$ cat src/rtl/alu10181_pkg.sv
// Shared definitions for the divider that drives the 10181 ALU slice:
// FSM state encoding, 10181 function-select codes and the arithmetic mode bit.
package alu10181_pkg;

   typedef enum logic [1:0] {
      ST_IDLE = 2'd0,
      ST_STEP = 2'd1,
      ST_FIX  = 2'd2,
      ST_DONE = 2'd3
   } div_state_t;

   // 10181 function selects (mode M=0, arithmetic)
   localparam logic [3:0] F_A_MINUS_B = 4'b0110;  // A - B, needs CIN=1
   localparam logic [3:0] F_A_PLUS_B  = 4'b1001;  // A + B, CIN=0
   localparam logic [3:0] F_ZERO_SEL  = 4'b0000;  // pass A through unchanged

   localparam logic M_ARITH = 1'b0;

endpackage

$ cat src/rtl/alu_div_seq_addsub.sv
// Combinational WIDTH+1 add/subtract behaving like a chain of 10181 slices
// in arithmetic mode. Kept separate so a gate-level slice model can replace it.
module div_addsub_step
   import alu10181_pkg::*;
#(
   parameter int WIDTH = 36
) (
   input  logic [WIDTH:0] a,
   input  logic [WIDTH:0] b,
   input  logic [3:0]     alu_s,
   input  logic           alu_cin,
   output logic [WIDTH:0] y
);

   logic [WIDTH:0] cin_ext;

   assign cin_ext = {{WIDTH{1'b0}}, alu_cin};

   // Decode the function select into add, subtract or pass-through of A.
   always_comb begin
      // NOTE: y gets a value before the case so no path leaves it unassigned (no latch).
      y = a;
      case (alu_s)
         F_A_MINUS_B: y = a + ~b + cin_ext;
         F_A_PLUS_B:  y = a + b + cin_ext;
         default:     y = a;
      endcase
   end

endmodule

$ cat src/rtl/alu_div_seq.sv
// Iterative unsigned non-restoring divider. Each STEP cycle shifts {R,Q} left
// and either subtracts or adds the divisor depending on the sign of R; a final
// FIX cycle restores a negative remainder. The per-step 10181 select is exported.
module alu_div_seq
   import alu10181_pkg::*;
#(
   parameter int WIDTH = 36,
   parameter int CW    = $clog2(WIDTH + 1)
) (
   input  logic             clk,
   input  logic             rst_n,
   input  logic             start,
   input  logic [WIDTH-1:0] dividend,
   input  logic [WIDTH-1:0] divisor,
   output logic             busy,
   output logic             done,
   output logic             div_zero,
   output logic [WIDTH-1:0] quotient,
   output logic [WIDTH-1:0] remainder,
   output logic [3:0]       alu_s,
   output logic             alu_m,
   output logic             alu_cin
);

   div_state_t       state, state_next;
   logic [WIDTH:0]   r;        // partial remainder, two's complement
   logic [WIDTH-1:0] q;        // dividend shifting out / quotient shifting in
   logic [WIDTH-1:0] d;        // captured divisor
   logic [CW-1:0]    cnt;      // remaining STEP iterations

   logic [WIDTH:0]   r_sh;
   logic [WIDTH:0]   alu_a;
   logic [WIDTH:0]   alu_b;
   logic [WIDTH:0]   alu_y;

   assign alu_m = M_ARITH;

   // R shifted left with the next dividend bit entering at the bottom
   assign r_sh  = {r[WIDTH-1:0], q[WIDTH-1]};
   assign alu_a = (state == ST_STEP) ? r_sh : r;
   assign alu_b = {1'b0, d};

   div_addsub_step #(.WIDTH(WIDTH)) u_step (
      .a       (alu_a),
      .b       (alu_b),
      .alu_s   (alu_s),
      .alu_cin (alu_cin),
      .y       (alu_y)
   );

   // State register; reset abandons any operation in flight.
   always_ff @(posedge clk or negedge rst_n) begin
      if (!rst_n) begin
         state <= ST_IDLE;
      end else begin
         // NOTE: sequential state uses non-blocking assignment so all flops update together.
         state <= state_next;
      end
   end

   // Next-state decode plus the status and 10181 select outputs.
   always_comb begin
      state_next = state;
      busy       = 1'b0;
      done       = 1'b0;
      alu_s      = F_ZERO_SEL;
      alu_cin    = 1'b0;
      case (state)
         ST_IDLE: begin
            if (start) begin
               state_next = (divisor == '0) ? ST_DONE : ST_STEP;
            end
         end
         ST_STEP: begin
            busy = 1'b1;
            if (!r[WIDTH]) begin
               alu_s   = F_A_MINUS_B;
               alu_cin = 1'b1;
            end else begin
               alu_s   = F_A_PLUS_B;
               alu_cin = 1'b0;
            end
            if (cnt == CW'(1)) begin
               state_next = ST_FIX;
            end
         end
         ST_FIX: begin
            busy = 1'b1;
            if (r[WIDTH]) begin
               alu_s = F_A_PLUS_B;
            end
            state_next = ST_DONE;
         end
         ST_DONE: begin
            done       = 1'b1;
            state_next = ST_IDLE;
         end
         default: state_next = ST_IDLE;
      endcase
   end

   // Datapath: operand capture, shift/add-subtract iterations, result load.
   always_ff @(posedge clk or negedge rst_n) begin
      if (!rst_n) begin
         r         <= '0;
         q         <= '0;
         d         <= '0;
         cnt       <= '0;
         div_zero  <= 1'b0;
         quotient  <= '0;
         remainder <= '0;
      end else begin
         case (state)
            ST_IDLE: begin
               if (start) begin
                  if (divisor != '0) begin
                     r        <= '0;
                     q        <= dividend;
                     d        <= divisor;
                     cnt      <= CW'(WIDTH);
                     div_zero <= 1'b0;
                  end else begin
                     div_zero  <= 1'b1;
                     quotient  <= '1;
                     remainder <= dividend;
                  end
               end
            end
            ST_STEP: begin
               r   <= alu_y;
               q   <= {q[WIDTH-2:0], ~alu_y[WIDTH]};
               cnt <= cnt - CW'(1);
            end
            ST_FIX: begin
               r         <= alu_y;
               quotient  <= q;
               remainder <= alu_y[WIDTH-1:0];
            end
            default: ;
         endcase
      end
   end

endmodule

$ cat config.mk
export PLATFORM = sky130hd
export DESIGN_NAME = alu_div_seq
export DESIGN_NICKNAME = d
export VERILOG_FILES = /design/src/rtl/alu10181_pkg.sv /design/src/rtl/alu_div_seq_addsub.sv /design/src/rtl/alu_div_seq.sv
export SDC_FILE = /design/constraint.sdc
export NUM_CORES = 1
export LEC_CHECK = 0
export ABC_AREA = 1
export BUFFER_PORTS_ARGS = -buffer_cell sky130_fd_sc_hd__buf_4
export CORE_AREA = 4 4 228 230
export DETAILED_ROUTE_END_ITERATION = 10
export DIE_AREA = 0 0 232 234
export PLACE_DENSITY = 0.52
export SETUP_SLACK_MARGIN = 0.3
export SYNTH_ARGS = -nofsm -noshare
export SYNTH_HDL_FRONTEND = slang
export SYNTH_SLANG_ARGS = --single-unit
$ cat constraint.sdc
create_clock -name clk -period 3.3 [get_ports clk]
set_input_delay 0.33 -clock clk [delete_from_list [all_inputs] [get_ports clk]]
set_output_delay 0.33 -clock clk [all_outputs]
set_load 0.05 [all_outputs]
# Yosys cells after proc, flatten, opt, wreduce, memory -nomap -nowiden

Index checks and enable logic that the tools add are counted.
W data, S select, Z words.

Register bits: 190
Bits in latches: 0
Memory bits (writable): 0
ROM bits: 0
Bits of input ports: 75
Output and inout port bits: 81
Logic and storage cells: 67
Memories kept: 0

Add/sub/neg operators: 5
Multipliers: 0
Div/mod/pow operators: 0
Magnitude comparators: 0
Eq/ne operators: 10
Shift operators: 0
Muxes and demuxes: 29
Bitwise gates (word level): 2
Reduce and logical (&&, ||, !) cells: 13

Operators with widths:

| kind                  | number |
|---|---|
| $mux W36              | 6 |
| $pmux W36 S2          | 3 |
| $pmux W37 S2          | 2 |
| $mux W37              | 3 |
| $add A37 B1 Y37       | 2 |
| $add A37 B36 Y37      | 1 |
| $add A37 B37 Y37      | 1 |
| $not A36 Y37          | 1 |
| $logic_not A36 Y1     | 1 |
| $reduce_bool A36 Y1   | 1 |
| $mux W6               | 2 |
| $pmux W6 S2           | 1 |
| $reduce_and A3 Y1     | 4 |
| $mux W4               | 2 |
| $pmux W2 S4           | 1 |
| $pmux W4 S2           | 1 |
| $eq A6 B1 Y1 const B  | 1 |
| $mux W2               | 3 |
| $ne A2 B2 Y1 const B  | 3 |
| $reduce_bool A2 Y1    | 3 |
| $sub A6 B1 Y6 const B | 1 |
| $mux W1               | 5 |
| $eq A2 B2 Y1 const B  | 2 |
| $eq A4 B3 Y1 const B  | 1 |
| 7 further kinds       | 8 |

# Depth between registers and ports, before layout

Gate-level depths: netlist of run 1.

Word-level depth: 7
Gate-level depth with buffers: 27
Gate-level depth less buffers: 25

# Hierarchy

From an unflattened synthesis of run 1, not the netlist that was laid out.

Cell total of the unflattened synthesis: 2,563
Area total of the unflattened synthesis: 15,597.5 µm²

Modules (own cells, without submodules):

| module          | times used | cells an instance | area an instance (µm²) |
|---|---|---|---|
| alu_div_seq     | 1          | 1,351             | 9,716.8 |
| div_addsub_step | 1          | 1,212             | 5,880.6 |

# Worst setup path before layout of run 1

OpenSTA, ideal clock, no wires.

Path kind: register -> register
From: reg state[1]
To: reg remainder[7]
Arrival: 4.006 ns
Required time: 3.223 ns
Slack: -0.783 ns
Cell stages (with the launch flop): 14
Cells stage by stage: dfrtp_1 -> inv_1 -> ha_1 -> clkinv_1 -> nor2_1 -> inv_1 -> nor2_1 -> ha_1 -> clkbuf_1 -> clkbuf_1 -> nand2_1 -> o211ai_1 -> nand3_1 -> a21oi_1

RTL lines:

| item                               | RTL line                                           | text |
|---|---|---|
| from (decl)                        | alu_div_seq.sv:25                                  | `div_state_t state, state_next;` |
| from (signal assigned)             | alu_div_seq.sv:57                                  | `state <= state_next;` |
| $eq A2 B1 Y1 (*)                   | alu_div_seq.sv:68                                  | `case (state)` |
| $mux W1 (*)                        | alu_div_seq.sv:68                                  |  |
| named net alu_cin                  | alu_div_seq.sv:22                                  | `output logic alu_cin` |
| $add A37 B1 Y37 (on tied branches) | alu_div_seq_addsub.sv:25, alu_div_seq_addsub.sv:24 |  |
| $pmux W37 S2 (*)                   | alu_div_seq_addsub.sv:23                           | `case (alu_s)` |
| $pmux W36 S2 (*)                   | alu_div_seq.sv:113                                 | `case (state)` |
| to (signal assigned)               | alu_div_seq.sv:125                                 | `remainder <= dividend;` |
| to (signal assigned)               | alu_div_seq.sv:137                                 | `remainder <= alu_y[WIDTH-1:0];` |
| to (decl)                          | alu_div_seq.sv:19                                  | `output logic [WIDTH-1:0] remainder,` |

Mark *: on every way through the listed nets, which the timed path passes. The rest lies on a longest branch.
A chain may end at the register's enable or synchronous reset.

# Worst setup path in the final report of run 1

From: reg state[1]
To: reg remainder[26]

Longest elaborated chain between the ends: 6

RTL lines:

| item                                                        | RTL line                                           | text |
|---|---|---|
| $eq A2 B1 Y1                                                | alu_div_seq.sv:40, alu_div_seq.sv:68               |  |
| $mux W37                                                    | alu_div_seq.sv:40                                  | `assign alu_a = (state == ST_STEP) ? r_sh : r;` |
| $add A37 B36 Y37 / $add A37 B37 Y37 (equally long branches) | alu_div_seq_addsub.sv:25, alu_div_seq_addsub.sv:24 |  |
| $add A37 B1 Y37 (on tied branches)                          | alu_div_seq_addsub.sv:25, alu_div_seq_addsub.sv:24 |  |
| $pmux W37 S2                                                | alu_div_seq_addsub.sv:23                           |  |
| $pmux W36 S2                                                | alu_div_seq.sv:113                                 |  |

Parallel ways exist; a longest one is shown, timed or not.

==> results of run 1 <==
## through the flow
stage / std cells / hold slack, ns / cell area, µm² / util
2_1_floorplan: 2276 / 0.0344 / 14900 / -
3_3_place_gp: 3246 / 0.312 / 18400 / 0.369
3_5_place_dp: 3246 / 0.319 / 18400 / 0.369
4_1_cts: 3308 / 0.0647 / 20000 / 0.402
5_1_grt: 3331 / 0.0863 / 21100 / 0.423
6_report: 3331 / 0.0941 / 21100 / 0.423
## power by group through the flow
stage               Combinational (mW)  Sequential [mW]  Clock [mW]
finish                            17.1             4.04        2.04
global route                      18.5             4.16        2.19
CTS                               15.8             4.04        2.09
detailed placement                14.5             4.07           0
global placement                  14.4             4.06           0
floorplan                         7.39             5.25           0
## worst register-to-register path, delay by kind of cell, from the launching register on
kind / cells / cell delay [ns]
fa+ha+maj: 3 / 0.86
flops: 1 / 0.39
compound gates: 1 / 0.08
buf+inv: 4 / 0.41
simple gates: 18 / 1.39
## registers in the layout (all words and copies together), names as in the netlist
signal / count
cnt: 6
d: 36
div_zero: 1
q: 36
quotient: 36
r: 37
remainder: 36
state: 2
## layer usage
| metal | wire (µm) | GRT usage | vias to the layer above |
|---|---|---|---|
| met1 | 27500 | 0.296 | 7802 |
| met5 | 0 | 0 | - |
| met2 | 29300 | 0.372 | 437 |
| met4 | 2380 | 0.0876 | 0 |
| li1 | - | - | 8000 |
| met3 | 2670 | 0.0247 | 110 |
## logic make-up after synthesis
group | after synthesis | share of synthesized area
AO/OA/AOI/OAI | 441 | 0.172
XOR/XNOR | 8 | 0.00472
adder cells (fa/ha/maj) | 82 | 0.0711
buffers and inverters | 438 | 0.121
flip-flops | 190 | 0.320
other | 1 | 0.000253
AND/OR/NAND/NOR | 1116 | 0.310
## final cells by class
cell class / instances / area, µm²
clock buffers: 18 / 439
multi-input cells: 1648 / 9940
flip-flops and latches: 190 / 4750
inverters: 329 / 1250
well taps: 672 / 841
clock inverters: 13 / 106
repair buffers: 461 / 3750
fillers: 5265 / 28800
## how the worst min path moves through the flow
| stage | startpoint | endpoint | slack [ns] | depth (start not counted) |
|---|---|---|---|---|
| 3_3_place_gp | rst_n | d[7] | 0.31 | 1 |
| 3_5_place_dp | rst_n | d[5] | 0.32 | 1 |
| 5_1_grt | divisor[27] | d[27] | 0.09 | 3 |
| 4_1_cts | divisor[27] | d[27] | 0.06 | 3 |
| 2_1_floorplan | rst_n | cnt[0] | 0.03 | 0 |
| 6_report | divisor[32] | d[32] | 0.09 | 3 |
## layout by cell type, fill, tap and decap left out, types with 6 or more instances in the layout
cell	netlist	layout
a21oi_1	121	71
a21oi_2	0	46
a31oi_1	37	36
buf_12	0	13
buf_4	11	425
buf_6	9	18
clkbuf_16	0	17
dfrtp_1	190	190
ha_1	78	44
ha_2	0	8
ha_4	0	26
inv_1	317	302
inv_2	7	21
nand2_1	669	573
nand2_2	4	82
nand2_4	2	20
nand3_1	143	99
nand3_2	3	41
nand3_4	0	6
nand4_1	20	20
nor2_1	221	173
nor2_2	5	43
nor2_4	0	10
o21ai_0	208	141
o21ai_1	5	41
o21ai_2	3	27
o21ai_4	0	7
o21bai_1	10	6
o22ai_1	11	11
o22ai_2	26	26
or2_2	24	24
xor2_1	8	8
## repair_timing
| action | CTS | global route |
|---|---|---|
| hold buffers | 1 | 0 |
| setup buffers | 28 | 23 |
| endpoints found under the hold margin | 44 | 0 |
| resized for setup | 247 | 237 |
| pin swaps | 55 | 71 |
| cloned | 2 | 0 |
| setup endpoints to repair | 69 | 73 |
==> summary.txt, run 1 <==
Clock tree
  • Max clock buf depth: 2
  • Clock transition at the registers of the reported paths: around 0.07 ns
  • Total CTS buffers: 17
  • Clock Latency Late Sink: 0.47 ns
  • CTS tree: yes
  • Clock sink count: 190
  • Root Driver: clkbuf_16
  • CTS H-tree depth: 4

Detailed routing
  • Drt total wl: 61.9 mm
  • Iter 0 DRT Violations: 1,050
  • Routed Antenna Nets: 0
  • First drt pass iteration count: 5
  • DRC violations left: 0
  • Via density: 4.91
  • Routed len/inst: 18.6 µm
  • Vias: around 16,000

Setup path
  • Data arrival, critical path: 3.61 ns
  • Worst r2r dst: remainder[26]
  • Type of origin of the critical path: flip-flop
  • Reg2reg setup slack: 0.05 ns
  • Worst-path fanout max: 7
  • Buf/Inv on CP: 4
  • R2R depth: 26
  • CP peak stage delay: 0.39 ns
  • Worst path most repeated cell: nand2_2
  • Setup crit end: remainder[26]
  • Crit-path leading delay family: simple AND/OR/NAND/NOR gates
  • Data required, critical path: 3.65 ns
  • Crit Path Class: flip-flop to flip-flop
  • Crit end category: flip-flop
  • Crit. path cell count: 26
  • Slowest CP cell: dfrtp_1
  • Worst Setup SP: state[1]
  • Origin of the critical flop-to-flop path: state[1]

Synth
  • Seq/Total Area, Yosys: 0.320
  • Largest area contributor in the netlist: dfrtp_1
  • Most common flop cell mapped by yosys: dfrtp_1
  • Asr flop ratio synth: 1.00
  • Top post-synthesis cells by area: dfrtp_1 32%, nand2_1 17%, inv_1 8.0%
  • Syn avg cell area: roughly 6.5 µm²
  • Synthesized net count: approximately 2,400
  • Most numerous cell in the Yosys netlist: nand2_1
  • Yosys cell types: 46
  • Ys Warns: 0
  • Commonest cells in the netlist: 669 x nand2_1, 317 x inv_1, 221 x nor2_1
  • Share of the synthesized area in the top cell type: 0.320
  • Number of synthesized flops with an enable pin: 0
  • Mapped Cells: 2,276
  • Register bit total from synthesis: between 150 and 200
  • Synth Cell Area: about 15,000 µm²

Finish
  • Share of layout cells above drive strength 1: 0.342
  • Diode count: 0
  • Final Net Count: 2,804
  • Area growth syn-to-layout: 42.0%

STA
  • Skew final: roughly 0.019 ns
  • Setup TNS: 0 ns
  • Slew Limit Fails: 0
  • Least-Margin Pin Slew: 0.928 ns
  • Setup-failing EPs final: 0
  • Period Utilization, post-route: 0.986
  • Slew headroom: 0.381
  • Post-route setup slack: ~0.047 ns
  • Final hold violation count: 0
  • RSZ-0062 raised after global routing: yes
  • Fmax: 307 MHz
  • Crit path time final: 3.25 ns

Die
  • Die height: 234 µm
  • Die Area: approximately 54,000 µm²
  • # IOs: ~160
  • Die span in x: 232 µm
  • Starting Density: 0.298
  • Row cnt: a little over 80
  • Core Box Area: between 40,000 and 50,000 µm²

Power and ir drop
  • Sw Share: 0.533
  • Pleak: approximately 10 nW
  • Sequential Power Share: 0.174
  • Max VDD drop: 557 µV
  • Clk pwr share: 0.088
  • P_sw: between 10 and 15 mW
  • Combinational Power Share: 0.738
  • Internal: around 11 mW
  • Pwr Density: ~1100 nW/µm²
  • Total power: 23.2 mW

Flow run
  • Max cap viols: 0

Global route
  • Largest net degree at the start of global routing: 86
  • Number of global-route vias before repair: 16,000
  • Total global-route track usage: 0.222
  • Initial antenna violation count: 0
  • First-pass GRT wire length: ~93 mm
  • Overflow after GRT: 0

Place
  • Dpl ws: -0.205 ns
  • Post-DP HPWL: between 40 and 50 mm
  • IO Port Bufs: about 150
  • GPL Wtd Cong: just under 1

Hold path
  • Worst hold path class: input port to flip-flop

Outcome
  • Status: finished, final reports clean
Note: power is estimated with default switching activity, not from simulation.
==> inputs of run 2 (changes only) <==
--- a/config.mk
+++ b/config.mk
@@ -7,10 +7,10 @@
 export LEC_CHECK = 0
 export ABC_AREA = 1
 export BUFFER_PORTS_ARGS = -buffer_cell sky130_fd_sc_hd__buf_4
-export CORE_AREA = 4 4 228 230
+export CORE_AREA = 4 4 178 180
 export DETAILED_ROUTE_END_ITERATION = 10
-export DIE_AREA = 0 0 232 234
-export PLACE_DENSITY = 0.52
+export DIE_AREA = 0 0 182 184
+export PLACE_DENSITY = 0.75
 export SETUP_SLACK_MARGIN = 0.3
 export SYNTH_ARGS = -nofsm -noshare
 export SYNTH_HDL_FRONTEND = slang
==> constraint.sdc (replaced) <==
create_clock -name clk -period 2.9 [get_ports clk]
set_input_delay 0.29 -clock clk [delete_from_list [all_inputs] [get_ports clk]]
set_output_delay 0.29 -clock clk [all_outputs]
set_load 0.05 [all_outputs]
==> run 2 against run 1 <==
- the flow now finishes with violations (negative setup slack)
- count of clock-buffer cells in the layout is 1 higher
- cell area is 13% higher
- sequential power is 14% higher
- clock power is 19% higher
- critical endpoint is now remainder[8]
==> summary.txt, run 2 (synthesis results as in run 1) <==
Outcome
  • Status: finished with violations (was finished, final reports clean)
  • Failing checks: negative setup slack

Power and ir drop
  • Total power: 31.1 mW (was 23.2 mW)
  • Pwr Density: 1310 nW/µm² (was 1100 nW/µm²)
  • Max VDD drop: 739 µV (was 557 µV)
  • Pleak: 11.6 nW (was 10.5 nW)

Setup path
  • Type of origin of the critical path: flip-flop (unchanged)
  • Worst r2r dst: remainder[8] (was remainder[26])
  • Worst-path fanout max: 7 (unchanged)
  • Crit Path Class: flip-flop to flip-flop (unchanged)
  • R2R depth: 19 (was 26)
  • Origin of the critical flop-to-flop path: state[1] (unchanged)
  • Reg2reg setup slack: -0.47 ns (was 0.05 ns)
  • Data arrival, critical path: 3.74 ns (was 3.61 ns)
  • Data required, critical path: 3.27 ns (was 3.65 ns)
  • Crit end category: flip-flop (unchanged)

STA
  • Setup-failing EPs final: 69 (was 0)
  • Skew final: 0.0296 ns (was 0.0192 ns)
  • Least-Margin Pin Slew: 0.742 ns (was 0.928 ns)
  • Crit path time final: 3.37 ns (was 3.25 ns)
  • Post-route setup slack: -0.472 ns (was 0.0466 ns)
  • Slew Limit Fails: 0 (unchanged)
  • Final hold violation count: 0 (unchanged)
  • RSZ-0062 raised after global routing: yes (unchanged)
  • Period Utilization, post-route: 1.16 (was 0.986)
  • Slew headroom: 0.505 (was 0.381)
  • Setup TNS: -16.53 ns (was 0 ns)
  • Fmax: 297 MHz (was 307 MHz)

Finish
  • Diode count: 0 (unchanged)
  • Filler cells: 1,987 (was 5,265)
  • Share of layout cells above drive strength 1: 0.467 (was 0.342)
  • Core Util, Final: 0.788 (was 0.423)
  • Final Instance Count excl. Fillers: 3,152 (was 3,331)
  • Commonest non-fill, non-tap cell in the layout: nand2_1 (unchanged)
  • Final Net Count: 2,901 (was 2,804)
  • Most flops, register: r (unchanged)
  • Largest register FFs: 37 (unchanged)
  • Most frequent cells in the layout: 478 x nand2_1, 456 x buf_4, 276 x inv_1 (was 573 x nand2_1, 425 x buf_4, 302 x inv_1)
  • Area growth syn-to-layout: 60.1% (was 42.0%)

Global route
  • Largest net degree at the start of global routing: 76 (was 86)
  • First-pass GRT wire length: 92.0 mm (was 93.3 mm)
  • Overflow after GRT: 0 (unchanged)
  • Total global-route track usage: 0.347 (was 0.222)
  • Number of global-route vias before repair: 17,000 (was 16,000)
  • Initial antenna violation count: 0 (unchanged)

Clock tree
  • Clock transition at the registers of the reported paths: 0.08 ns (was 0.07 ns)
  • Clock Latency Late Sink: 0.46 ns (was 0.47 ns)
  • Clock sink count: 190 (unchanged)
  • Max clock buf depth: 2 (unchanged)
  • Root Driver: clkbuf_16 (unchanged)
  • CTS tree: yes (unchanged)
  • Total CTS buffers: 17 (unchanged)
  • CTS H-tree depth: 4 (unchanged)

Place
  • GPL Wtd Cong: 1.01 (was 0.966)
  • Dpl ws: -0.498 ns (was -0.205 ns)
  • Placed Cells incl. Taps: 3,018 (was 3,246)
  • Post-DP HPWL: 44.1 mm (was 47.7 mm)
  • IO Port Bufs: 154 (unchanged)

Detailed routing
  • Via density: 5.86 (was 4.91)
  • Drt total wl: 68.9 mm (was 61.9 mm)
  • First drt pass iteration count: 7 (was 5)
  • Routed Antenna Nets: 0 (unchanged)
  • Iter 0 DRT Violations: 1,977 (was 1,050)
  • Vias: 18,500 (was 16,300)
  • DRC violations left: 0 (unchanged)
  • Routed len/inst: 21.9 µm (was 18.6 µm)

Die
  • Die span in x: 182 µm (was 232 µm)
  • Die height: 184 µm (was 234 µm)
  • Die Area: 33,500 µm² (was 54,300 µm²)
  • Starting Density: 0.492 (was 0.298)
  • Core Box Area: 30,200 µm² (was 49,900 µm²)
  • Row cnt: 64 (was 82)
  • # IOs: 156 (unchanged)

Hold path
  • Hold path cells: 3 (unchanged)
  • Worst hold path class: input port to flip-flop (unchanged)
  • Hold Path End: d[27] (was d[32])
  • HP Start: divisor[27] (was divisor[32])

Flow run
  • Max cap viols: 0 (unchanged)
==> run 2: cell count changes in the layout (fill, tap and decap cells not counted), sizes merged <==
cell	before	now
buf	459	552
bufinv	0	1
clkbuf	19	23
clkinv	7	6
clkinvlp	5	4
o21ai	216	217
==> run 2: layout make-up <==
cell class / count / area [µm²] / share of cell area
Sequential cell: 190 / 4750 / 0.200
Clock inverter: 12 / 123 / 0.00516
Multi-Input combinational cell: 1649 / 11800 / 0.496
Timing Repair Buffer: 557 / 4880 / 0.205
Tap cell: 396 / 495 / 0.0208
Inverter: 329 / 1270 / 0.0535
Clock buffer: 19 / 453 / 0.0190
==> run 2: critical path, cell delays in order (launching register included) <==
cell and delay (ns):
dfrtp_1 0.40, inv_2 0.09, ha_4 0.21, buf_12 0.17, inv_8 0.04, nor2_4 0.18
inv_2 0.08, fa_2 0.39, inv_2 0.08, fa_2 0.22, nand2_2 0.07, nand2_2 0.09
nand4_1 0.16, buf_4 0.19, nand3_2 0.07, nand2_1 0.09, o211ai_1 0.24, o21ai_2 0.14
or2_1 0.25, a21oi_2 0.13
==> run 2: worst max path at each step <==
stage,slack [ns],endpoint,cells after the start,start
2_1_floorplan,-0.06,remainder[34],27,state[1]
3_3_place_gp,-0.49,remainder[23],18,state[1]
3_5_place_dp,-0.50,remainder[27],19,state[1]
4_1_cts,-0.23,remainder[8],17,state[1]
5_1_grt,-0.52,remainder[8],19,state[1]
6_report,-0.47,remainder[8],19,state[1]
==> run 2: metrics by stage <==
step,area (µm²),hold slack [ns]
after global placement,18500,0.352
after floorplan,15000,-0.00559
after detailed placement,18500,0.350
final,23800,0.0468
after CTS,21300,0.0419
after global routing,23800,0.0508
==> run 2: timing repair <==
item / in CTS / in global routing
gates resized for setup: 519 / 493
hold endpoints to repair: 71 / 0
hold buffers: 1 / 0
gates cloned: 3 / 4
setup endpoints to repair: 85 / 103
setup buffers: 35 / 60
pin swaps: 114 / 175
==> run 2: routing by layer <==
metal  global-route usage  share of wire  wire [µm]  vias to the layer above
met2                0.597           0.47      32400                     1188
li1                     -              -          -                     8181
met4                0.186          0.084       5820                        2
met1                0.429           0.36      24900                     8691
met3               0.0382          0.083       5750                      412
met5                    0         0.0011         79                        -
==> run 2: power breakdown <==
group          switching, mW  total (mW)  internal, mW
Sequential             0.834        4.60          3.77
Combinational           14.7        24.1          9.44
Clock                   1.18        2.43          1.25
==> inputs of run 3 (changes only) <==
--- a/config.mk
+++ b/config.mk
@@ -5,13 +5,13 @@
 export SDC_FILE = /design/constraint.sdc
 export NUM_CORES = 1
 export LEC_CHECK = 0
-export ABC_AREA = 1
 export BUFFER_PORTS_ARGS = -buffer_cell sky130_fd_sc_hd__buf_4
-export CORE_AREA = 4 4 178 180
+export CORE_AREA = 4 4 170 172
 export DETAILED_ROUTE_END_ITERATION = 10
-export DIE_AREA = 0 0 182 184
-export PLACE_DENSITY = 0.75
+export DIE_AREA = 0 0 174 176
+export PLACE_DENSITY = 0.76
 export SETUP_SLACK_MARGIN = 0.3
+export SKIP_LAST_GASP = 1
 export SYNTH_ARGS = -nofsm -noshare
 export SYNTH_HDL_FRONTEND = slang
 export SYNTH_SLANG_ARGS = --single-unit
==> run 3 against run 2 <==
- the run still ends with negative setup slack left
- via count down 21%
- area after synthesis down 8.7%
- sequential cell count unchanged
- cell area down 15%
- fmax down 13%
- cell count down 22%
- critical path type unchanged
- critical path depth down 3
- sequential power up 0.9%
- largest power group unchanged
==> summary.txt, run 3 <==
Detailed routing
  • DRC violations left: 0 (unchanged)
  • Routed Antenna Nets: 0 (unchanged)
  • Vias: 14,500 (was 18,500)
  • Iter 0 DRT Violations: 1,527 (was 1,977)
  • Routed len/inst: 21.3 µm (was 21.9 µm)
  • Drt total wl: 52.2 mm (was 68.9 mm)
  • Via density: 5.92 (was 5.86)
  • First drt pass iteration count: 5 (was 7)

Global route
  • Number of global-route vias before repair: 14,400 (was 17,000)
  • First-pass GRT wire length: 80.5 mm (was 92.0 mm)
  • Overflow after GRT: 0 (unchanged)
  • Initial antenna violation count: 0 (unchanged)
  • Total global-route track usage: 0.330 (was 0.347)
  • Largest net degree at the start of global routing: 77 (was 76)

Synth
  • Synth Cell Area: 13,600 µm² (was 14,800 µm²)
  • Largest area contributor in the netlist: dfrtp_1 (unchanged)
  • Top post-synthesis cells by area: dfrtp_1 35%, ha_1 7.2%, mux2_2 5.7% (was dfrtp_1 32%, nand2_1 17%, inv_1 8.0%)
  • Seq/Total Area, Yosys: 0.351 (was 0.320)
  • Asr flop ratio synth: 1.00 (unchanged)
  • Synthesized net count: 1,722 (was 2,433)
  • Share of the synthesized area in the top cell type: 0.351 (was 0.320)
  • Number of synthesized flops with an enable pin: 0 (unchanged)
  • Syn avg cell area: 8.66 µm² (was 6.52 µm²)
  • Yosys cell types: 96 (was 46)
  • Mapped Cells: 1,565 (was 2,276)
  • Register bit total from synthesis: 190 (unchanged)
  • Commonest cells in the netlist: 190 x dfrtp_1, 150 x nand2_1, 132 x nor2_1 (was 669 x nand2_1, 317 x inv_1, 221 x nor2_1)
  • Most numerous cell in the Yosys netlist: dfrtp_1 (was nand2_1)
  • Most common flop cell mapped by yosys: dfrtp_1 (unchanged)
  • Ys Warns: 0 (unchanged)

Finish
  • Commonest non-fill, non-tap cell in the layout: buf_4 (was nand2_1)
  • Most flops, register: r (unchanged)
  • Diode count: 0 (unchanged)
  • Largest register FFs: 37 (unchanged)
  • Area growth syn-to-layout: 49.6% (was 60.1%)
  • Filler cells: 1,972 (was 1,987)
  • Core Util, Final: 0.738 (was 0.788)
  • Fin area: 20,300 µm² (was 23,800 µm²)
  • Share of layout cells above drive strength 1: 0.441 (was 0.467)
  • Final Net Count: 2,255 (was 2,901)
  • Final Instance Count excl. Fillers: 2,457 (was 3,152)
  • Most frequent cells in the layout: 574 x buf_4, 190 x dfrtp_1, 145 x nand2_1 (was 478 x nand2_1, 456 x buf_4, 276 x inv_1)

Outcome
  • Status: finished with violations (unchanged)
  • Failing checks: negative setup slack (unchanged)

Clock tree
  • CTS H-tree depth: 4 (unchanged)
  • Clock Latency Late Sink: 0.45 ns (was 0.46 ns)
  • Root Driver: clkbuf_16 (unchanged)
  • Max clock buf depth: 2 (unchanged)
  • Clock transition at the registers of the reported paths: 0.09 ns (was 0.08 ns)
  • CTS tree: yes (unchanged)
  • Total CTS buffers: 17 (unchanged)
  • Clock sink count: 190 (unchanged)

Place
  • IO Port Bufs: 154 (unchanged)
  • Area after DPL: 18,100 µm² (was 18,500 µm²)
  • Post-DP HPWL: 39.5 mm (was 44.1 mm)
  • Placed Cells incl. Taps: 2,386 (was 3,018)
  • GPL Wtd Cong: 1.02 (was 1.01)

Setup path
  • Worst r2r dst: r[33] (was remainder[8])
  • Data required, critical path: 3.28 ns (was 3.27 ns)
  • Crit Path Class: flip-flop to flip-flop (unchanged)
  • Reg2reg setup slack: -0.99 ns (was -0.47 ns)
  • Data arrival, critical path: 4.27 ns (was 3.74 ns)
  • Worst-path fanout max: 10 (was 7)
  • Origin of the critical flop-to-flop path: state[0] (was state[1])
  • Crit end category: flip-flop (unchanged)
  • R2R depth: 16 (was 19)
  • Type of origin of the critical path: flip-flop (unchanged)

Power and ir drop
  • Pwr Density: 1470 nW/µm² (was 1310 nW/µm²)
  • Max VDD drop: 618 µV (was 739 µV)
  • Sequential Power Share: 0.155 (was 0.148)
  • Sw Share: 0.500 (was 0.536)
  • Internal: 14.9 mW (was 14.5 mW)
  • P_sw: 14.9 mW (was 16.7 mW)
  • Pleak: 9.58 nW (was 11.6 nW)
  • Clk pwr share: 0.088 (was 0.078)
  • Combinational Power Share: 0.757 (was 0.774)

Die
  • Starting Density: 0.493 (was 0.492)
  • Core Box Area: 27,500 µm² (was 30,200 µm²)
  • Row cnt: 61 (was 64)
  • Die height: 176 µm (was 184 µm)
  • Die Area: 30,600 µm² (was 33,500 µm²)
  • Die span in x: 174 µm (was 182 µm)
  • # IOs: 156 (unchanged)

STA
  • Setup-failing EPs final: 66 (was 69)
  • Slew Limit Fails: 0 (unchanged)
  • Period Utilization, post-route: 1.34 (was 1.16)
  • Fmax: 257 MHz (was 297 MHz)
  • Slew headroom: 0.381 (was 0.505)
  • Final hold violation count: 0 (unchanged)
  • Hold slack final: 0.0775 ns (was 0.0468 ns)
  • Crit path time final: 3.89 ns (was 3.37 ns)
  • Least-Margin Pin Slew: 0.927 ns (was 0.742 ns)
  • Skew final: 0.0222 ns (was 0.0296 ns)
  • RSZ-0062 raised after global routing: yes (unchanged)
  • Post-route setup slack: -0.994 ns (was -0.472 ns)

Hold path
  • HP Start: divisor[21] (was divisor[27])
  • Worst hold path class: input port to flip-flop (unchanged)
  • Hold path cells: 2 (was 3)
  • Hold Path End: d[21] (was d[27])

Flow run
  • Max cap viols: 0 (unchanged)
[run 3: stage by stage]
stage	setup WS, ns	TNS [ns]	power, mW
CTS	-0.921	-45.22	28.3
floorplan	-0.793	-37.83	15.4
global route	-1.08	-57.39	31.3
global placement	-1.18	-54.38	23.6
detailed placement	-1.23	-57.00	23.9
finish	-0.994	-50.21	29.9
[run 3: worst max-delay path, stage by stage, from the launching register on]
cell and delay [ns]:
dfrtp_1 0.44, ha_4 0.21, buf_12 0.15, buf_4 0.14
mux2_4 0.32, ha_4 0.30, inv_2 0.05, a2111oi_4 0.42
nand2_1 0.15, o31ai_4 0.35, o221ai_4 0.21, a21boi_4 0.32
buf_6 0.15, o31ai_4 0.06, xnor2_1 0.14, o221a_2 0.29
o21ai_1 0.13
[run 3: timing repair]
action,in CTS,in global routing
hold endpoints to repair,73,0
endpoints found under the setup margin,75,78
pin swaps,69,59
resized for setup,165,85
gates cloned,0,0
hold buffers,1,0
buffers inserted,28,10
[run 3: metal layers]
layer | vias to the layer above | global-route usage | wire [µm]
met5 | - | 0 | 0
met4 | 0 | 0.103 | 1710
met3 | 124 | 0.0662 | 4680
met2 | 743 | 0.515 | 23200
met1 | 7028 | 0.467 | 22700
li1 | 6653 | - | -
[run 3: power groups by stage]
stage               sequential [mW]  combinational [mW]  clock (mW)
finish                         4.64                22.6        2.63
global route                   4.76                23.8        2.76
CTS                            4.61                21.1        2.63
detailed placement             4.65                19.3           0
global placement               4.61                19.0           0
floorplan                      5.89                9.47           0
[run 3: final cells by class]
cell class | count | area [µm²] | area share
clock buffer | 17 | 425 | 0.0210
tap | 346 | 433 | 0.0214
timing repair buffer | 614 | 4900 | 0.242
multi-input combinational | 1137 | 9010 | 0.444
inverter | 138 | 527 | 0.0260
sequential | 190 | 4750 | 0.235
clock inverter | 15 | 228 | 0.0112
[run 3: logic make-up after synthesis]
family / after synthesis / synth area share
AOI/OAI and AO/OA: 487 / 0.240
muxes: 125 / 0.0987
xor gates and xnor gates: 44 / 0.0284
DFF: 190 / 0.351
and+or+nand+nor: 398 / 0.132
other: 1 / 0.000277
buffers and inverters: 238 / 0.0717
adders and majority gates: 82 / 0.0779
[run 3: worst max-delay path by stage]
| stage | start | end | depth (start not counted) |
|---|---|---|---|
| CTS | state[1] | q[0] | 19 |
| floorplan | state[1] | q[0] | 20 |
| global route | state[1] | remainder[34] | 19 |
| finish | state[0] | r[33] | 16 |
| detailed placement | state[1] | r[30] | 18 |
| global placement | state[1] | r[30] | 18 |
